<file path="config.mk">
export PLATFORM = sky130hd
export DESIGN_NAME = ssd_scan_decoder
export DESIGN_NICKNAME = d
export VERILOG_FILES = /design/src/rtl/ssd_scan_decoder.sv
export SDC_FILE = /design/constraint.sdc
export NUM_CORES = 1
export LEC_CHECK = 0
export ABC_AREA = 1
export ABC_CLOCK_PERIOD_IN_PS = 6400
export CORE_MARGIN = 5
export CORE_UTILIZATION = 55
export CTS_BUF_LIST = sky130_fd_sc_hd__clkbuf_4 sky130_fd_sc_hd__clkbuf_8 sky130_fd_sc_hd__clkbuf_16
export CTS_CLUSTER_DIAMETER = 40
export DETAILED_ROUTE_END_ITERATION = 7
export PLACE_DENSITY = 0.77
export SYNTH_ARGS = -nofsm -noshare
export SYNTH_HDL_FRONTEND = slang
export SYNTH_SLANG_ARGS = --single-unit
export TNS_END_PERCENT = 1
</file>
<file path="constraint.sdc">
create_clock -name DCLK -period 6.4 [get_ports DCLK]
set_input_delay 1.28 -clock DCLK [delete_from_list [all_inputs] [get_ports DCLK]]
set_output_delay 1.28 -clock DCLK [all_outputs]
set_load 0.01 [all_outputs]
</file>
<file path="src/rtl/ssd_scan_decoder.sv">
// Passive monitor for a multiplexed 4-digit seven-segment bus.
// It decodes scanned digits back into character codes and publishes complete frames with an error flag and a stability flag.
module ssd_scan_decoder #(
    parameter int TIMEOUT_CYC = 8,
    parameter int STABLE_CNT  = 3,
    parameter bit SEG_INV     = 1'b0
) (
    input  logic        DCLK,
    input  logic        RST,
    input  logic [3:0]  AN,
    input  logic [6:0]  SEG,
    output logic [15:0] DIGITS,
    output logic [3:0]  UNK,
    output logic        FRAME_VALID,
    output logic        FRAME_ERR,
    output logic        STABLE
);

    typedef enum logic {IDLE, COLLECT} state_t;

    localparam logic [3:0] TIMER_LAST = 4'(TIMEOUT_CYC - 1);
    localparam logic [3:0] STABLE_MAX = 4'(STABLE_CNT);

    state_t      state_q;
    logic [3:0]  anSample_q;
    logic [6:0]  segSample_q;
    logic [15:0] shadowDigits_q, shadowDigits_d;
    logic [3:0]  shadowUnk_q, shadowUnk_d;
    logic [3:0]  seen_q, seen_d;
    logic [3:0]  timer_q;
    logic [3:0]  stableCnt_q, stableCnt_d;
    logic [15:0] digits_q;
    logic [3:0]  unk_q;
    logic        frameValid_q, frameErr_q, stable_q;

    logic [6:0]  segAdj;
    logic [3:0]  charCode;
    logic        charUnk;
    logic [3:0]  posMask;
    logic        isBad;
    logic        posValid;
    logic        frameSame;

    // Sampling stage: every later decision is based only on these registered copies of the bus.
    always_ff @(posedge DCLK) begin
        if (RST) begin
            anSample_q  <= 4'hF;
            segSample_q <= 7'h7F;
        end else begin
            anSample_q  <= AN;
            segSample_q <= SEG;
        end
    end

    always_comb begin
        segAdj   = segSample_q ^ {7{SEG_INV}};
        charUnk  = 1'b0;
        charCode = 4'hF;
        case (segAdj)
            7'b1000000: charCode = 4'h0;
            7'b1111001: charCode = 4'h1;
            7'b0100100: charCode = 4'h2;
            7'b0110000: charCode = 4'h3;
            7'b0011001: charCode = 4'h4;
            7'b0010010: charCode = 4'h5;
            7'b0000010: charCode = 4'h6;
            7'b1111000: charCode = 4'h7;
            7'b0000000: charCode = 4'h8;
            7'b0010000: charCode = 4'h9;
            7'b1011110: charCode = 4'hD;
            7'b1010100: charCode = 4'hB;
            7'b1010000: charCode = 4'hA;
            default:    charUnk  = 1'b1;
        endcase
    end

    always_comb begin
        posMask = 4'b0000;
        isBad   = 1'b0;
        case (anSample_q)
            4'b1110: posMask = 4'b0001;
            4'b1101: posMask = 4'b0010;
            4'b1011: posMask = 4'b0100;
            4'b0111: posMask = 4'b1000;
            4'b1111: posMask = 4'b0000;
            default: isBad   = 1'b1;
        endcase
        posValid = |posMask;
    end

    // Shadow frame including the digit seen this cycle, so completion can publish it immediately.
    always_comb begin
        shadowDigits_d = shadowDigits_q;
        shadowUnk_d    = shadowUnk_q;
        for (int i = 0; i < 4; i++) begin
            if (posMask[i]) begin
                shadowDigits_d[i*4 +: 4] = charCode;
                shadowUnk_d[i]           = charUnk;
            end
        end
        seen_d    = seen_q | posMask;
        frameSame = ({shadowDigits_d, shadowUnk_d} == {digits_q, unk_q});
        if (!frameSame)
            stableCnt_d = 4'd1;
        else if (stableCnt_q == STABLE_MAX)
            stableCnt_d = stableCnt_q;
        else
            stableCnt_d = stableCnt_q + 4'd1;
    end

    // Frame assembly; BAD beats completion, which beats timeout.
    always_ff @(posedge DCLK) begin
        if (RST) begin
            state_q        <= IDLE;
            shadowDigits_q <= 16'hFFFF;
            shadowUnk_q    <= 4'hF;
            seen_q         <= 4'h0;
            timer_q        <= 4'h0;
            stableCnt_q    <= 4'h0;
            digits_q       <= 16'hFFFF;
            unk_q          <= 4'hF;
            frameValid_q   <= 1'b0;
            frameErr_q     <= 1'b0;
            stable_q       <= 1'b0;
        end else begin
            frameValid_q <= 1'b0;
            frameErr_q   <= 1'b0;
            case (state_q)
                IDLE: begin
                    if (isBad) begin
                        frameErr_q  <= 1'b1;
                        stableCnt_q <= 4'h0;
                        stable_q    <= 1'b0;
                    end else if (posValid) begin
                        shadowDigits_q <= shadowDigits_d;
                        shadowUnk_q    <= shadowUnk_d;
                        seen_q         <= posMask;
                        timer_q        <= 4'h0;
                        state_q        <= COLLECT;
                    end
                end
                COLLECT: begin
                    if (isBad || (seen_d != 4'hF && timer_q == TIMER_LAST)) begin
                        frameErr_q  <= 1'b1;
                        seen_q      <= 4'h0;
                        stableCnt_q <= 4'h0;
                        stable_q    <= 1'b0;
                        state_q     <= IDLE;
                    end else if (seen_d == 4'hF) begin
                        digits_q     <= shadowDigits_d;
                        unk_q        <= shadowUnk_d;
                        frameValid_q <= 1'b1;
                        seen_q       <= 4'h0;
                        stableCnt_q  <= stableCnt_d;
                        stable_q     <= (stableCnt_d == STABLE_MAX);
                        state_q      <= IDLE;
                    end else begin
                        shadowDigits_q <= shadowDigits_d;
                        shadowUnk_q    <= shadowUnk_d;
                        seen_q         <= seen_d;
                        timer_q        <= timer_q + 4'h1;
                    end
                end
                default: state_q <= IDLE;
            endcase
        end
    end

    assign DIGITS      = digits_q;
    assign UNK         = unk_q;
    assign FRAME_VALID = frameValid_q;
    assign FRAME_ERR   = frameErr_q;
    assign STABLE      = stable_q;

endmodule

</file>
==> summary.md, run 1 <==
| Metric | Value |
|---|---|
| FFs w/ async S/R, synth | `0%` |
| Post-route ant nets | `0` |
| H-tree depth | `3` |
| Proportion of netlist area held by the largest area contributor | `37.59%` |
| Synth unique cells | `37` |
| Critical path class | `reg -> reg` |
| DR DRC count | `0` |
| Synth Flop Type | `dfxtp_1` |
| Max Cap Viol | `0` |
| PortBufs | `35` |
| N_diodes | `0` |
| Grt ovf | `0` |
| Ports | `36` |
| Area of placed instances | `between 0.003 and 0.004 sq mm` |
| Outcome | `completed` |
| Fin crit period | `~3200 ps` |
| Final Max Tran Viols | `0` |
| Final hold vios | `0` |
| Synth Cell Area | `0.003568 sq mm` |
| Most common library cells after synthesis | `nand2_1, dfxtp_1, nand3_1` |
| Nets | `around 540` |
| Ys Warns | `0` |
| 1st-iter DRT viols | `approximately 230` |
| Worst Setup Start Kind | `flip-flop` |
| Maximum clock rate | `0.3118 GHz` |
| Cts repair resizes | `0` |
| Clk sinks | `67` |
| Main area contributors after synthesis | `dfxtp_1, nand2_1, nand3_1` |
| # setup viols final | `0` |
| Initial antenna violation count | `0` |
| Final wirelength | `slightly above 8 mm` |
| Initial Util | `between 50% and 60%` |
| Pin count of the biggest net entering global routing | `37` |
| Clock Skew | `approximately 5.7 ps` |
| Signal arrival time at the worst endpoint | `3500 ps` |
| Row count | `29` |
| CORE AREA | `approximately 0.0063 sq mm` |
| Vias in the first global route | `roughly 3,100` |
| Mapped Avg Cell Area | `7.194 sq um` |
| CTS Buf Count | `9` |
| PwrDens | `approximately 240 mW/mm^2` |
| Die width | `just over 90 um` |
| Pre-antenna DRT Iters | `5` |
| Final GP Congestion | `approximately 0.86` |
| Synthesized flop and latch total | `67` |
| Mapped Nets | `511` |
| Total Neg Setup Slack | `0 ps` |
| Leak pwr | `0.002113 uW` |
| Worst VDD drop | `approximately 0.15 mV` |
| Number of synthesized flops with an enable pin | `0` |
| Crit path max fanout | `27` |
| Synth area leader | `dfxtp_1` |
| Cell area after layout | `slightly above 0.004 sq mm` |
| Type of the worst min-delay path | `reg -> reg` |
| Overall Power | `around 1000 uW` |
| Cells after Synth | `496` |
| Worst-Skew Late Latency | `350 ps` |
| Worst-Margin Slew | `851.9 ps` |
| Most frequent cell after synthesis | `nand2_1` |
| Syn-to-layout area delta | `15.92%` |
| First-pass GRT wire length | `~14 mm` |
| Final worst path period share | `50.11%` |
| GRT Util Overall | `20.76%` |
| RSZ-0062 raised after global routing | `false` |
| Layout cells sized above 1 | `18.27%` |
| Via/cell ratio | `about 5.4` |
| # hold bufs at CTS | `0` |
| Die area | `approximately 0.0082 sq mm` |
| Via count | `roughly 3,300` |
| CP Capture Type | `flip-flop` |
| Root Buffer | `clkbuf_8` |
| Slew headroom | `about 43%` |
| CTS tree | `built` |
| Hpwl dp | `about 6.0 mm` |
| Routed len/inst | `about 13 um` |
| CP Data Required Time | `6690 ps` |
| Die height | `between 90 and 100 um` |
| Clock Pin Slew Worst Setup and Hold Paths | `about 70 ps` |
| Setup bufs post-CTS | `0` |
| Clk buf depth | `2` |
| Sequential area share after synthesis | `a little under two fifths` |
logic make-up after synthesis:
family / synth area share [%]
simple gates: 41.65
flops: 37.59
compound gates: 10.98
xor+xnor: 1.227
fa+ha+maj: 0.7012
buf+inv: 7.539
mux: 0.3155
routing by layer:
| metal | share of wire [%] | up-vias | global-route usage [%] |
|---|---|---|---|
| li1 | - | 1675 | - |
| met1 | 45 | 1518 | 24.88 |
| met2 | 48 | 71 | 36.08 |
| met3 | 5.0 | 11 | 4.083 |
| met4 | 1.8 | 0 | 8.313 |
| met5 | 0 | - | 0 |
power breakdown:
group / leakage [uW] / switching [uW] / internal [uW] / total [uW]
clock: 0.000103 / 161 / 193 / 353
sequential: 0.000549 / 17.1 / 445 / 462
combinational: 0.00146 / 119 / 71.4 / 191
total: 0.00211 / 297 / 709 / 1010
cells in the final DEF, fill, tap and decap left out, types with 3 or more instances in the layout:
master	instances
nand2_1	129
dfxtp_1	67
nand3_1	45
nor2_1	40
inv_1	36
clkdlybuf4s50_1	35
o211ai_1	26
or2_2	25
a21oi_1	14
nand3_2	13
o21ai_0	13
nand2_2	11
inv_2	10
clkbuf_8	10
nor2_2	7
nor3_1	5
nand4_1	4
nand3b_1	4
nand2_4	3
nor2_4	3
xor2_1	3
clkinv_2	3
metrics by stage:
step	worst slack (ps)	cells	hold WS, ps	util [%]
floorplan	4076	496	429.2	-
global placement	3394	592	439.5	62.39
detailed placement	3262	592	449.6	62.39
CTS	3244	608	467.7	65.52
global route	2721	608	477.7	65.52
finish	3193	608	468.9	65.52
cell type report:
type / count / area [sq um]
clock buffers: 11 / 145.1
clock inverters: 5 / 52.55
fillers: 564 / 2177
inverters: 46 / 172.7
multi-input cells: 365 / 1963
flip-flops and latches: 67 / 1341
well taps: 77 / 96.34
repair buffers: 37 / 365.4
registers in the layout (all words and copies together) (netlist names):
signal and flops:
DIGITS 16, shadowDigits_q 16, segAdj 7, UNK 4, anSample_q 4, seen_q 4
shadowUnk_q 4, stableCnt_q 4, timer_q 4, FRAME_ERR 1, FRAME_VALID 1, STABLE 1
state_q 1
worst max-delay path: stages, from the launching register on:
cell and delay (ps):
dfxtp_1 390, nand2_1 110, nor2_1 140, inv_1 50, nor2_1 610, nor2_1 160
nor3_2 320, o31ai_2 120, inv_1 70, nand3_2 410, inv_2 420, nand2_1 120
nor2_1 110, nor2_1 40, nor2_1 80
worst paths after layout:
check,start,to,slack [ps],depth (start not counted)
setup / recovery,anSample_q[3]$_SDFF_PP1_,STABLE$_SDFFE_PP0P_,3190,14
hold / removal,shadowDigits_q[15]$_SDFFE_PP1P_,shadowDigits_q[15]$_SDFFE_PP1P_,470,2
setup reg to reg,anSample_q[3]$_SDFF_PP1_,STABLE$_SDFFE_PP0P_,3190,14
hold reg to reg,shadowDigits_q[15]$_SDFFE_PP1P_,shadowDigits_q[15]$_SDFFE_PP1P_,470,2
Power figures use the tool's default switching activity.
==> inputs of run 2 (changes only) <==
ABC_CLOCK_PERIOD_IN_PS = 2800   (was 6400)
CORE_UTILIZATION = 51   (was 55)
PLACE_DENSITY = 0.76   (was 0.77)
clock period = 2.8 ns   (was 6.4 ns; I/O delays follow)
==> run 2 against run 1 <==
Compared with the run above: flip-flop and latch count stayed put; final cell count rose by 4.3%; critical path depth is 3 higher; clock skew increased by 4.5 ps; power rose by 140%; first-iteration DRC count down 17%; worst hold slack worse by 1.9 ps; count of clock-buffer cells in the layout grew 1; utilization fell by 2.7 points.
==> summary.md, run 2 (synthesis gave the netlist of run 1 again) <==
| Metric | Value |
|---|---|
| Final worst path period share | `87.66%` |
| Hpwl dp | `a little over 6 mm` |
| Worst-Skew Late Latency | `340 ps` |
| CP Capture Type | `flip-flop` |
| Clk buf depth | `2` |
| Critical-path cell list | `nor2_2, nand2_4, nor2_1, nor2_4, inv_1, nor2_1, nand2_1, o21ai_1, o22ai_1, nor2_1, nand3b_1, nor2_4, nand2_1, nand2_1, nor2_1, nor2_1, nor2_1` |
| Cell at the slowest stage of the critical path | `dfxtp_1` |
| CTS tree | `built` |
| N_diodes | `0` |
| Leak pwr | `around 0.0022 uW` |
| Via/cell ratio | `between 5 and 6` |
| Final GP Congestion | `roughly 0.84` |
| Row count | `30` |
| Clock Pin Slew Worst Setup and Hold Paths | `roughly 70 ps` |
| Ports | `36` |
| Max Cap Viol | `0` |
| Via count | `3,303` |
| Met1 WL | `between 3 and 4 mm` |
| Filler cells | `slightly above 600` |
| R2r endpoint | `STABLE$_SDFFE_PP0P_` |
| H-tree depth | `3` |
| PortBufs | `35` |
| Nets | `548` |
| # hold bufs at CTS | `0` |
| Outcome | `completed` |
| PwrDens | `571.4 mW/mm^2` |
| Min Hold Slack | `about 470 ps` |
| First-pass GRT wire length | `between 10 and 15 mm` |
| Cts repair resizes | `0` |
| Clk sinks | `between 60 and 70` |
| Die width | `between 90 and 100 um` |
| CORE AREA | `0.006794 sq mm` |
| Slowest cell delay on critical path | `between 400 and 500 ps` |
| Type of the worst min-delay path | `reg -> reg` |
| Top layer reached by signal wires | `met4` |
| Routed len/inst | `13.03 um` |
| CTS Buf Count | `9` |
| Worst R2R Path Depth | `17` |
| Cell mode on critical path | `nor2_1` |
| WL met2 | `approximately 4 mm` |
| Final Max Tran Viols | `0` |
| Initial antenna violation count | `0` |
| Metal3 WL | `slightly below 400 um` |
| Post-route ant nets | `0` |
| Syn-to-layout area delta | `19.57%` |
| Grt ovf | `0` |
| Signal arrival time at the worst endpoint | `2670 ps` |
| Worst hold path stage count | `2` |
| Worst Setup Start Kind | `flip-flop` |
| Vias in the first global route | `about 3,100` |
| Total Neg Setup Slack | `0 ps` |
| Fin crit period | `around 2500 ps` |
| Root Buffer | `clkbuf_8` |
| Initial Util | `a little over half` |
| 1st-iter DRT viols | `189` |
| # setup viols final | `0` |
| Hold path start | `shadowDigits_q[15]$_SDFFE_PP1P_` |
| Worst VDD drop | `0.3709 mV` |
| Die area | `0.008769 sq mm` |
| Setup bufs post-CTS | `0` |
| Crit path max fanout | `5` |
| CP Data Required Time | `a little over 3000 ps` |
| Clock Skew | `approximately 10 ps` |
| Critical path class | `reg -> reg` |
| WHS Endpoint | `shadowDigits_q[15]$_SDFFE_PP1P_` |
| Most frequent cells in the layout | `nand2_1, dfxtp_1, nand3_1, nor2_1, inv_1` |
| Reg2reg start | `segAdj[2]$_SDFF_PP1_` |
| R2r setup slk | `approximately 350 ps` |
| Pre-antenna DRT Iters | `5` |
| Slew headroom | `65.87%` |
| Pin count of the biggest net entering global routing | `37` |
| Maximum clock rate | `0.4074 GHz` |
| Worst-Margin Slew | `roughly 510 ps` |
| GRT Util Overall | `about 20%` |
| RSZ-0062 raised after global routing | `false` |
| Die height | `between 90 and 100 um` |
| Layout cells sized above 1 | `around a fifth` |
| Most common cell after layout, fill and taps aside | `nand2_1` |
| Final wirelength | `just over 8 mm` |
| Final hold vios | `0` |
| DR DRC count | `0` |
[run 2: cell types whose count changed in the layout (fill, tap and decap cells not counted)]
cell,before,now
clkinv_2,3,1
buf_4,2,7
bufinv_16,1,2
nor3_1,5,6
nor3_2,2,1
clkbuf_8,10,11
buf_12,0,2
[run 2: power by group]
part	leakage, uW	switching, uW	internal (uW)	total [uW]
clock	0.000116	365	559	924
sequential	0.000549	40.9	1020	1060
combinational	0.00150	275	181	456
total	0.00217	681	1760	2440
[run 2: worst max-delay path by stage]
stage / depth (start not counted) / start / endpoint
after floorplan: 21 / segAdj[1]$_SDFF_PP1_ / STABLE$_SDFFE_PP0P_
after global placement: 17 / segAdj[2]$_SDFF_PP1_ / STABLE$_SDFFE_PP0P_
after detailed placement: 17 / segAdj[3]$_SDFF_PP1_ / STABLE$_SDFFE_PP0P_
after CTS: 17 / segAdj[2]$_SDFF_PP1_ / STABLE$_SDFFE_PP0P_
after global routing: 17 / segAdj[2]$_SDFF_PP1_ / STABLE$_SDFFE_PP0P_
final: 17 / segAdj[2]$_SDFF_PP1_ / STABLE$_SDFFE_PP0P_
[run 2: routing by layer]
layer / GRT usage [%] / up-vias
met2: 34.25 / 83
met4: 9.025 / 0
met3: 3.620 / 15
met1: 24.95 / 1510
met5: 0 / -
li1: - / 1695
[run 2: metrics by stage]
stage / setup WS (ps) / power (uW) / std cells / instance area [sq um] / util, %
after floorplan: 666.9 / 1416 / 496 / 3568 / -
after global placement: 398.8 / 1515 / 618 / 4035 / 59.39
after detailed placement: 348.9 / 1530 / 618 / 4035 / 59.39
after CTS: 329.4 / 2453 / 634 / 4267 / 62.80
after global routing: 15.45 / 2578 / 634 / 4267 / 62.80
final: 345.5 / 2438 / 634 / 4267 / 62.80
[run 2: layout make-up]
type                       count  area [sq um]  share of cell area (%)
timing repair buffer          44         442.9                   10.38
tap                           96         120.1                   2.815
clock buffer                  12         158.9                   3.724
sequential                    67          1341                   31.44
clock inverter                 4         72.57                   1.701
multi-input combinational    365          1958                   45.89
inverter                      46         172.7                   4.047
[run 2: critical path: cells and delay by family, from the launching register on]
family	cells	cell delay, ps
buffers and inverters	1	50
AO/OA/AOI/OAI	2	420
flip-flops	1	420
AND/OR/NAND/NOR	14	1430
==> inputs of run 3 (changes only) <==
ABC_AREA = default   (was 1)
CORE_UTILIZATION = 52   (was 51)
==> run 3 against run 2 <==
Compared with the run above: the flow now finishes with violations (negative setup slack); combinational power is 29% lower; flip-flop and latch count stayed put; worst hold slack worse by 14 ps; maximum frequency is 23% lower; clock power is 1% lower; register-to-register slack worse by 750 ps; final cell count is 1.9% higher; count of clock-buffer cells in the layout stayed put; clock skew is 4.4 ps lower; area after synthesis is 6.2% higher; critical path type unchanged; largest power group unchanged; highest routed layer unchanged.
==> summary.md, run 3 <==
| Metric | Value |
|---|---|
| Outcome | `finished, violations left` |
| Failing checks | `negative setup slack` |
| Worst-Margin Slew | `~600 ps` |
| CTS tree | `built` |
| Worst-Skew Late Latency | `350 ps` |
| Row count | `31` |
| CP Capture Type | `flip-flop` |
| Worst VDD drop | `approximately 0.48 mV` |
| Sequential area share after synthesis | `a little over a third` |
| Final GP Congestion | `~1.0` |
| Most frequent cells in the layout | `buf_4, dfxtp_1, nor2_1, a211o_1, clkdlybuf4s50_1` |
| Synth area leader | `dfxtp_1` |
| Final wirelength | `approximately 11 mm` |
| Grt ovf | `0` |
| Most common cell after layout, fill and taps aside | `buf_4` |
| Die width | `95.36 um` |
| Slew headroom | `about three fifths` |
| Nets | `about 560` |
| Hold path start | `STABLE$_SDFFE_PP0P_` |
| Clk sinks | `between 60 and 70` |
| Worst Setup Start Kind | `flip-flop` |
| DR DRC count | `0` |
| Routed len/inst | `17.29 um` |
| GRT Util Overall | `roughly 26%` |
| Final Max Tran Viols | `0` |
| # hold bufs at CTS | `0` |
| PortBufs | `35` |
| Type of the worst min-delay path | `reg -> reg` |
| Syn-to-layout area delta | `28.86%` |
| Worst R2R Path Depth | `9` |
| Final worst slack | `-402.0 ps` |
| Synth Flop Type | `dfxtp_1` |
| Proportion of netlist area held by the largest area contributor | `between 30% and 40%` |
| Mapped Avg Cell Area | `8.183 sq um` |
| Most common library cells after synthesis | `dfxtp_1, nor2_1, a211o_1` |
| Most frequent cell after synthesis | `dfxtp_1` |
| H-tree depth | `3` |
| FFs w/ async S/R, synth | `0%` |
| Mapped Nets | `roughly 480` |
| RSZ-0062 raised after global routing | `true` |
| Clock Skew | `5.855 ps` |
| CORE AREA | `slightly above 0.007 sq mm` |
| Fin crit period | `3202 ps` |
| Post-route ant nets | `0` |
| Ports | `36` |
| CTS Buf Count | `9` |
| Synth unique cells | `66` |
| Synth Cell Area | `between 0.003 and 0.004 sq mm` |
| R2r setup slk | `-400 ps` |
| R2r endpoint | `stableCnt_q[0]$_SDFFE_PP0P_` |
| Final worst path period share | `114.4%` |
| CP Data Required Time | `3050 ps` |
| Via/cell ratio | `just over 6` |
| Worst hold path stage count | `2` |
| First-pass GRT wire length | `roughly 18 mm` |
| Area of placed instances | `0.004644 sq mm` |
| Vias in the first global route | `roughly 3,600` |
| Ys Warns | `0` |
| Maximum clock rate | `approximately 0.31 GHz` |
| Initial Util | `52.80%` |
| Root Buffer | `clkbuf_8` |
| DP Worst Slack | `-397.9 ps` |
| Crit path max fanout | `4` |
| Leak pwr | `just over 0.002 uW` |
| Initial antenna violation count | `0` |
| Setup bufs post-CTS | `0` |
| Placed insts | `630` |
| Pin count of the biggest net entering global routing | `41` |
| # setup viols final | `5` |
| Layout cells sized above 1 | `approximately a fifth` |
| Main area contributors after synthesis | `dfxtp_1, a211o_1, nor2_1` |
| PwrDens | `~460 mW/mm^2` |
| Reg2reg start | `segAdj[5]$_SDFF_PP1_` |
| N_diodes | `0` |
| Max Cap Viol | `0` |
| Fin cells | `approximately 650` |
| Signal arrival time at the worst endpoint | `3450 ps` |
| Die area | `about 0.0091 sq mm` |
| Hpwl dp | `8.265 mm` |
| WHS Endpoint | `STABLE$_SDFFE_PP0P_` |
| Synthesized flop and latch total | `67` |
| Number of synthesized flops with an enable pin | `0` |
| Final hold vios | `0` |
| Critical path class | `reg -> reg` |
| Cells after Synth | `463` |
| Die height | `~95 um` |
| Cell area after layout | `roughly 0.005 sq mm` |
| Total Neg Setup Slack | `-1906 ps` |
| Clock Pin Slew Worst Setup and Hold Paths | `70 ps` |
| Pre-antenna DRT Iters | `5` |
| Clk buf depth | `2` |
| 1st-iter DRT viols | `around 320` |
| Via count | `slightly below 4,000` |
[run 3: changes by cell type after synthesis, moves of 12 or more]
| cell | previous run | this run |
|---|---|---|
| inv_1 | 36 | 14 |
| nand2_1 | 129 | 23 |
| nor2_1 | 40 | 62 |
| nand3_1 | 45 | 17 |
| a211o_1 | 0 | 41 |
| o211ai_1 | 26 | 3 |
| or2_2 | 25 | 13 |
| a211oi_1 | 1 | 16 |
| clkbuf_1 | 9 | 27 |
[run 3: repair_timing]
item                       in CTS  in global routing
setup endpoints to repair       5                 30
gates resized for setup         1                  6
cloned                          0                  0
pin swaps                       2                  0
[run 3: where the power goes]
group | leakage (uW) | switching, uW | internal, uW
combinational | 0.00136 | 167 | 159
clock | 0.000117 | 368 | 546
sequential | 0.000546 | 29.0 | 982
total | 0.00202 | 564 | 1690
[run 3: worst max-delay path, cell delays in order, from the launching register on]
cell and delay, ps:
dfxtp_1 310, or4_4 540, or4b_4 490, nand3_2 100, o2111ai_2 130, mux2_4 320
or4_4 540, nor4_4 320, o211ai_1 140, a22o_1 190
[run 3: stage by stage]
step	hold WS (ps)	utilization [%]	power (uW)
final	452.8	68.04	2251
after global routing	473.4	68.04	2344
after CTS	452.7	67.93	2261
after detailed placement	441.8	64.73	1351
after global placement	441.3	64.73	1344
after floorplan	435.4	-	1235
[run 3: per-layer routing]
metal | global-route usage, % | vias up | routed length (um)
met5 | 0 | - | 0
met4 | 9.135 | 0 | 153
li1 | - | 1887 | -
met2 | 41.40 | 131 | 5184
met1 | 34.34 | 1880 | 5164
met3 | 5.051 | 13 | 668
[run 3: how the worst max path moves through the flow]
stage,start,to,cells after the start
after floorplan,segAdj[5]$_SDFF_PP1_,stableCnt_q[0]$_SDFFE_PP0P_,9
after global placement,segAdj[5]$_SDFF_PP1_,stableCnt_q[0]$_SDFFE_PP0P_,9
after detailed placement,segAdj[5]$_SDFF_PP1_,stableCnt_q[0]$_SDFFE_PP0P_,9
after CTS,segAdj[5]$_SDFF_PP1_,stableCnt_q[0]$_SDFFE_PP0P_,9
after global routing,segAdj[5]$_SDFF_PP1_,stableCnt_q[1]$_SDFFE_PP0P_,9
final,segAdj[5]$_SDFF_PP1_,stableCnt_q[0]$_SDFFE_PP0P_,9
[run 3: logic make-up (layout without fill, tap and decap cells)]
| logic type | after synthesis | after routing | share of synthesized area [%] |
|---|---|---|---|
| flops | 67 | 67 | 35.40 |
| mux | 3 | 3 | 0.9576 |
| xor+xnor | 14 | 14 | 3.237 |
| fa+ha+maj | 3 | 3 | 0.9246 |
| buf+inv | 49 | 133 | 4.986 |
| compound gates | 143 | 143 | 28.20 |
| simple gates | 184 | 184 | 26.29 |
[run 3: area by class of cell]
cell class                      instances  area, sq um
Clock buffer                           12        152.6
Clock inverter                          4        73.82
Fill cell                             617         2293
Inverter                               14        52.55
Multi-Input combinational cell        347         2268
Sequential cell                        67         1343
Tap cell                               99        123.9
Timing Repair Buffer                  103        868.3
